===== config.mk =====
export PLATFORM = sky130hd
export DESIGN_NAME = router_vc_rr
export DESIGN_NICKNAME = d
export VERILOG_FILES = /design/src/rtl/router_vc_rr_pkg.sv /design/src/rtl/router_fifo_p.sv /design/src/rtl/router_vc_rr.sv
export SDC_FILE = /design/constraint.sdc
export NUM_CORES = 1
export LEC_CHECK = 0
export ABC_AREA = 1
export CORE_MARGIN = 2
export CORE_UTILIZATION = 31
export DETAILED_ROUTE_END_ITERATION = 6
export GPL_ROUTABILITY_DRIVEN = 0
export GPL_TIMING_DRIVEN = 0
export HOLD_SLACK_MARGIN = 0.12
export MAX_ROUTING_LAYER = met4
export PLACE_DENSITY = 0.48
export SLEW_MARGIN = 20
export SYNTH_ARGS = -nofsm -noshare
export SYNTH_HDL_FRONTEND = slang
export SYNTH_SLANG_ARGS = --single-unit
export TNS_END_PERCENT = 1

===== constraint.sdc =====
create_clock -name clk -period 5.4 [get_ports clk]
set_input_delay 1.08 -clock clk [delete_from_list [all_inputs] [get_ports clk]]
set_output_delay 1.08 -clock clk [all_outputs]
set_load 0.005 [all_outputs]

===== src/rtl/router_vc_rr_pkg.sv =====
// Shared constants for the multi-FIFO mesh router: port indices, default
// widths and the drop-counter width, plus the round-robin pointer helper.
package router_vc_rr_pkg;

  localparam int PORT_N = 0;
  localparam int PORT_S = 1;
  localparam int PORT_E = 2;
  localparam int PORT_W = 3;
  localparam int PORT_L = 4;

  localparam int SIZE_DEF  = 8;
  localparam int DIR_W_DEF = 3;
  localparam int DROP_W    = 16;

  // Arbiter pointer moves to the slot just after the winner.
  function automatic int rr_next(input int g, input int n);
    return (g + 1) % n;
  endfunction

endpackage


===== src/rtl/router_fifo_p.sv =====
// Per-input synchronous FIFO with async active-low reset. Pointers carry one
// extra wrap bit so full and empty are told apart without a counter.
module router_fifo_p #(
  parameter int SIZE  = 8,
  parameter int DEPTH = 4
) (
  input  logic            clk,
  input  logic            reset,
  input  logic            push,
  input  logic [SIZE-1:0] wdata,
  input  logic            pop,
  output logic            full,
  output logic            empty,
  output logic [SIZE-1:0] head
);

  localparam int AW = $clog2(DEPTH);

  logic [AW:0]     wr_ptr_q, wr_ptr_d;
  logic [AW:0]     rd_ptr_q, rd_ptr_d;
  logic [SIZE-1:0] mem_q [DEPTH];

  assign full  = (wr_ptr_q[AW] != rd_ptr_q[AW]) &&
                 (wr_ptr_q[AW-1:0] == rd_ptr_q[AW-1:0]);
  assign empty = (wr_ptr_q == rd_ptr_q);
  assign head  = mem_q[rd_ptr_q[AW-1:0]];

  always_comb begin
    wr_ptr_d = wr_ptr_q;
    rd_ptr_d = rd_ptr_q;
    if (push && !full) wr_ptr_d = wr_ptr_q + 1'b1;
    if (pop && !empty) rd_ptr_d = rd_ptr_q + 1'b1;
  end

  always_ff @(posedge clk or negedge reset) begin
    if (!reset) begin
      wr_ptr_q <= '0;
      rd_ptr_q <= '0;
    end else begin
      wr_ptr_q <= wr_ptr_d;
      rd_ptr_q <= rd_ptr_d;
    end
  end

  // Storage needs no reset: the pointers alone decide what is valid.
  always_ff @(posedge clk) begin
    if (push && !full) mem_q[wr_ptr_q[AW-1:0]] <= wdata;
  end

endmodule


===== src/rtl/router_vc_rr.sv =====
// Mesh router top: one FIFO per input, external route lookup on each head,
// and a round-robin arbiter per output feeding a one-flit output register.
module router_vc_rr
  import router_vc_rr_pkg::*;
#(
  parameter int ID     = -1,
  parameter int NPORTS = 5,
  parameter int SIZE   = SIZE_DEF,
  parameter int DEPTH  = 4,
  parameter int DIR_W  = DIR_W_DEF
) (
  input  logic                    clk,
  input  logic                    reset,
  input  logic [NPORTS-1:0]       rx_req,
  output logic [NPORTS-1:0]       rx_ack,
  input  logic [NPORTS*SIZE-1:0]  rx_data,
  output logic [NPORTS-1:0]       tx_req,
  input  logic [NPORTS-1:0]       tx_ack,
  output logic [NPORTS*SIZE-1:0]  tx_data,
  output logic [NPORTS*SIZE-1:0]  table_addr,
  input  logic [NPORTS*DIR_W-1:0] table_data,
  output logic [DROP_W-1:0]       drop_count
);

  localparam int PW = (NPORTS > 1) ? $clog2(NPORTS) : 1;
  localparam logic [DIR_W-1:0] NP_DIR = DIR_W'(NPORTS);

  if ((2 ** DIR_W) <= NPORTS || DEPTH < 2 || (DEPTH & (DEPTH - 1)) != 0) begin : g_param_err
    $error("router %0d: DIR_W too narrow or DEPTH not a power of two >= 2", ID);
  end

  logic [NPORTS-1:0]             full, empty, push, pop, drop;
  logic [SIZE-1:0]               head [NPORTS];
  logic [DIR_W-1:0]              dest [NPORTS];
  logic [NPORTS-1:0]             gnt_vld;
  logic [PW-1:0]                 gnt_idx [NPORTS];

  logic [NPORTS-1:0]             tx_req_q, tx_req_d;
  logic [NPORTS-1:0][SIZE-1:0]   tx_data_q, tx_data_d;
  logic [NPORTS-1:0][PW-1:0]     ptr_q, ptr_d;
  logic [DROP_W-1:0]             drop_count_q, drop_count_d;
  logic [DROP_W:0]               drop_sum;
  int                            ndrop;

  // rx_ack reflects only registered fullness, held low while in reset.
  assign rx_ack     = ~full & {NPORTS{reset}};
  assign tx_req     = tx_req_q;
  assign tx_data    = tx_data_q;
  assign drop_count = drop_count_q;

  for (genvar i = 0; i < NPORTS; i++) begin : g_in
    assign dest[i] = table_data[i*DIR_W +: DIR_W];
    assign push[i] = rx_req[i] & rx_ack[i];
    assign drop[i] = ~empty[i] & (dest[i] >= NP_DIR);
    assign table_addr[i*SIZE +: SIZE] = empty[i] ? '0 : head[i];

    router_fifo_p #(
      .SIZE  (SIZE),
      .DEPTH (DEPTH)
    ) u_fifo (
      .clk   (clk),
      .reset (reset),
      .push  (push[i]),
      .wdata (rx_data[i*SIZE +: SIZE]),
      .pop   (pop[i]),
      .full  (full[i]),
      .empty (empty[i]),
      .head  (head[i])
    );
  end

  for (genvar o = 0; o < NPORTS; o++) begin : g_arb
    logic              free;
    logic              vld;
    logic [PW-1:0]     idx;
    logic [NPORTS-1:0] cand;
    int                c;

    assign free = ~tx_req_q[o] | tx_ack[o];

    always_comb begin
      vld  = 1'b0;
      idx  = '0;
      c    = 0;
      cand = '0;
      for (int i = 0; i < NPORTS; i++) begin
        cand[i] = ~empty[i] && (dest[i] == DIR_W'(o));
      end
      for (int k = 0; k < NPORTS; k++) begin
        c = (int'(ptr_q[o]) + k) % NPORTS;
        if (free && !vld && cand[c]) begin
          vld = 1'b1;
          idx = PW'(c);
        end
      end
    end

    assign gnt_vld[o] = vld;
    assign gnt_idx[o] = idx;
  end

  // An input targets one output, so at most one grant or a drop pops it.
  always_comb begin
    pop = drop;
    for (int i = 0; i < NPORTS; i++) begin
      for (int o = 0; o < NPORTS; o++) begin
        if (gnt_vld[o] && gnt_idx[o] == PW'(i)) pop[i] = 1'b1;
      end
    end
  end

  always_comb begin
    tx_req_d  = tx_req_q;
    tx_data_d = tx_data_q;
    ptr_d     = ptr_q;
    for (int o = 0; o < NPORTS; o++) begin
      if (gnt_vld[o]) begin
        tx_req_d[o] = 1'b1;
        ptr_d[o]    = PW'(rr_next(int'(gnt_idx[o]), NPORTS));
        for (int i = 0; i < NPORTS; i++) begin
          if (gnt_idx[o] == PW'(i)) tx_data_d[o] = head[i];
        end
      end else if (tx_ack[o]) begin
        tx_req_d[o] = 1'b0;
      end
    end
  end

  always_comb begin
    ndrop = 0;
    for (int i = 0; i < NPORTS; i++) ndrop = ndrop + (drop[i] ? 1 : 0);
    drop_sum     = {1'b0, drop_count_q} + (DROP_W+1)'(ndrop);
    drop_count_d = drop_sum[DROP_W] ? '1 : drop_sum[DROP_W-1:0];
  end

  always_ff @(posedge clk or negedge reset) begin
    if (!reset) begin
      tx_req_q     <= '0;
      tx_data_q    <= '0;
      ptr_q        <= '0;
      drop_count_q <= '0;
    end else begin
      tx_req_q     <= tx_req_d;
      tx_data_q    <= tx_data_d;
      ptr_q        <= ptr_d;
      drop_count_q <= drop_count_d;
    end
  end

endmodule


==> results_dict.tcl <==
set metrics [dict create \
    endpoint "g_in[3].u_fifo.rd_ptr_q[1]" \
    clock-skew-final_ns 0.0161 \
    post_layout_nets 3359 \
    synth_top_family_by_area "simple AND/OR/NAND/NOR gates" \
    synth_compound_gate_area_share_pct 9.05 \
    final-instance-count-excl-fill 4021 \
    ys_async_sr_fraction_pct 39.8 \
    min_period_over_period_pct 96.8 \
    post_synth_instance_area_um2 21000 \
    register_area_um2 7480 \
    ratio_of_cells_with_drive_above_1_in_the_final_layout_pct 12.0 \
    core_um2 67200 \
    first_global_vias 19000 \
    ys_warns 0 \
    worstReg2RegEnd "g_in[3].u_fifo.rd_ptr_q[1]" \
    antenna_violating_nets_post_route 0 \
    timing.critical_path.arrival_ns 5.73 \
    clock_tree.root_cell "sky130_fd_sc_hd__clkbuf_16" \
    cts_tree "built" \
    timing.setup.critical_path_class "flip-flop to flip-flop" \
    fin_crit_ns 5.23 \
    post-place-cells 3924 \
    startpoint_of_the_worst_slack_reg_to_reg_timing_path "ptr_q[6]" \
    critical_path.max_stage_delay_ns 0.42 \
    finalHoldViolCount 0 \
    final-max-slew-violation-count 0 \
    grt_pass1_wl_mm 106 \
    drc 0 \
    tightestPinTransition_ns 1.12 \
    areaGrowthSynthToFinish_pct 23.2 \
    routed_length_per_instance_um 17.3 \
    totalWireLength_mm 69.4 \
    io-pin-count 173 \
    synth.net_count 3113 \
    floorplan.die.height_um 265 \
    cts_buffer_depth 3 \
    port-buffer-count 172 \
    gr-usage-all-layers_pct 19.7 \
    setup_repair_after_global_routing_missed_its_margin "yes" \
    grt_start_max_net_pins 63 \
    finalSetupViolations 0 \
    chipWidth_um 265 \
    max-cap-violations 0 \
    synth_adder_area_share_pct 10.2 \
    antenna_found_initial 0 \
    worstPathMaxFanout 10 \
    final_global_route_overflow_total 0 \
    status "finished clean" \
    ctsHtreeMaxLevel 1 \
    initial_core_utilization_pct 31.3 \
    mapped_cells 2878 \
    vias_per_inst 4.96 \
    reg2reg_setup_slack_ns 0.17 \
    placement_rows 95 \
    cts_inserted_buffers 31 \
    synth_enable_flop_cells 160 \
    crit_required_ns 5.91 \
    antennaDiodeCount 0 \
    cp-end-kind "flip-flop" \
    hpwlAfterDp_mm 53.5 \
    post-synth-top-count-cell "sky130_fd_sc_hd__nand2_1" \
    fmaxAchievable_ghz 0.191 \
    finalHoldWorstSlack_ns 0.467 \
    synth-seq-cells 266 \
    post_synth_and_or_nand_nor_area_fraction_pct 32.9 \
    netlist_top_cells_area "sky130_fd_sc_hd__edfxtp_1 (23%), sky130_fd_sc_hd__nand2_1 (16%), sky130_fd_sc_hd__dfrtp_1 (13%), sky130_fd_sc_hd__ha_1 (9.7%), sky130_fd_sc_hd__inv_1 (7.5%)" \
    synthDominantAreaCellType "sky130_fd_sc_hd__edfxtp_1" \
    synthTopCellsByCount "sky130_fd_sc_hd__nand2_1 (875), sky130_fd_sc_hd__inv_1 (421), sky130_fd_sc_hd__nand3_1 (251)" \
    ys_dominant_reg_cell "sky130_fd_sc_hd__edfxtp_1" \
    detailedRoute.firstIterationViolations 1465 \
    timing.reg2reg.worst_path_depth 33 \
    vias 19900 \
    clkSinkCount 266 \
    floorplan.die_area_um2 70000 \
    crit_path_top_delay_cell "sky130_fd_sc_hd__dfrtp_2" \
    post_synth.cell_area_avg_um2 7.31 \
    post_synth_xor_area_fraction_pct 2.93 \
    hold_path_class "primary input to async pin" \
    multi_input_comb_area_um2 12100 \
    worstSkewPairLatency_ns 0.60 \
    fillCellCount 6860 \
    cp-start-kind "flip-flop" \
    cp-startpoint "ptr_q[6]" \
    slew_headroom_pct 25.1 \
    muxShareOfSynthArea_pct 0 \
    utilization_pct 38.6 \
    yosys.cell_types.count 61 \
    clk_pin_slew_worst_paths_ns 0.06 \
    synth.top_cell.area_share_pct 22.8 \
    detailedRoute.firstPassIterationCount 6 \
    synth_seq_area_share_pct 35.4 \
]
-- how the worst min path moves through the flow --
stage | startpoint | end | slack, ns | cells past startpoint
after floorplan | g_in[0].u_fifo.wr_ptr_q[2] | g_in[0].u_fifo.wr_ptr_q[2] | 0.46 | 1
after global placement | tx_data[8] | tx_data[8] | 0.47 | 2
after detailed placement | tx_data[11] | tx_data[11] | 0.47 | 2
after CTS | reset | g_in[2].u_fifo.wr_ptr_q[0] | 0.45 | 1
after global routing | reset | g_in[2].u_fifo.wr_ptr_q[0] | 0.49 | 1
final | reset | g_in[2].u_fifo.wr_ptr_q[0] | 0.47 | 1
-- cells by family (layout without fill, tap and decap cells) --
| kind of cell | after synthesis | after routing |
|---|---|---|
| AOI/OAI and AO/OA | 324 | 324 |
| xor gates and xnor gates | 66 | 66 |
| adders and majority gates | 168 | 168 |
| buffers and inverters | 512 | 782 |
| DFF | 266 | 266 |
| and+or+nand+nor | 1542 | 1542 |
-- per-layer routing --
metal / share of wire, % / track usage, % / up-vias
met4: 2.6 / 5.21 / 0
met5: 0 / - / -
met3: 5.8 / 2.43 / 116
li1: - / - / 9882
met2: 46 / 31.3 / 537
met1: 46 / 26.7 / 9397
-- cell usage in the layout, fill, tap and decap left out, drive strengths merged, types with 13 or more instances in the layout --
cell           synthesis  routed
clkbuf                30      64
nand4                 80      80
xnor2                 13      13
o21ai                112     112
inv                  437     432
xor2                  53      53
a21oi                125     125
nand2                909     909
a32oi                 33      33
dfrtp                106     106
clkinv                11      15
nand3b                20      20
or2                   13      13
buf                   34      86
ha                   163     163
clkdlybuf4s50          0     171
nor3                  25      25
nand3                274     274
nor2                 215     215
o211ai                14      14
edfxtp               160     160
-- final cells by class --
cell class,count,share of cell area (%)
Multi-Input combinational cell,2100,46.7
Clock buffer,44,3.45
Timing Repair Buffer,222,8.17
Sequential cell,266,28.9
Tap cell,873,4.21
Inverter,448,6.68
Buffer,55,1.24
Clock inverter,13,0.657
-- metrics by stage --
step	worst slack [ns]	TNS (ns)	area (um^2)
after floorplan	0.409	0	21000
after global placement	-2.69	-597.85	23900
after detailed placement	-1.13	-43.45	23900
after CTS	-0.0897	-0.396	25100
after global routing	-0.127	-1.52	25900
final	0.175	0	25900
-- worst max-delay path, delay by kind of cell, from the launching register on --
kind	cells	cell delay (ns)
AND/OR/NAND/NOR	15	1.95
AO/OA/AOI/OAI	4	0.59
adder cells (fa/ha/maj)	6	1.24
XOR/XNOR	1	0.23
flip-flops	1	0.42
buffers and inverters	7	0.70
-- flip-flops by register name, indices dropped and copies added, names as in the netlist --
register,count
g_in.u_fifo.rd_ptr_q,15
g_in.u_fifo.wr_ptr_q,15
drop_count,16
ptr_q,15
tx_data,40
g_in.u_fifo.mem_q,160
tx_req,5
-- timing repair --
| action | 4_1_cts | 5_1_grt |
|---|---|---|
| gates cloned | 0 | 0 |
| pin swaps | 4 | 19 |
| resized for setup | 61 | 132 |
| setup buffers | 6 | 43 |
| endpoints found under the setup margin | 62 | 62 |
| hold buffers | 0 | 0 |
Power is left out: the tool's default activity adds up to more than one toggle a clock period on the data nets, which glitch-free logic cannot reach.
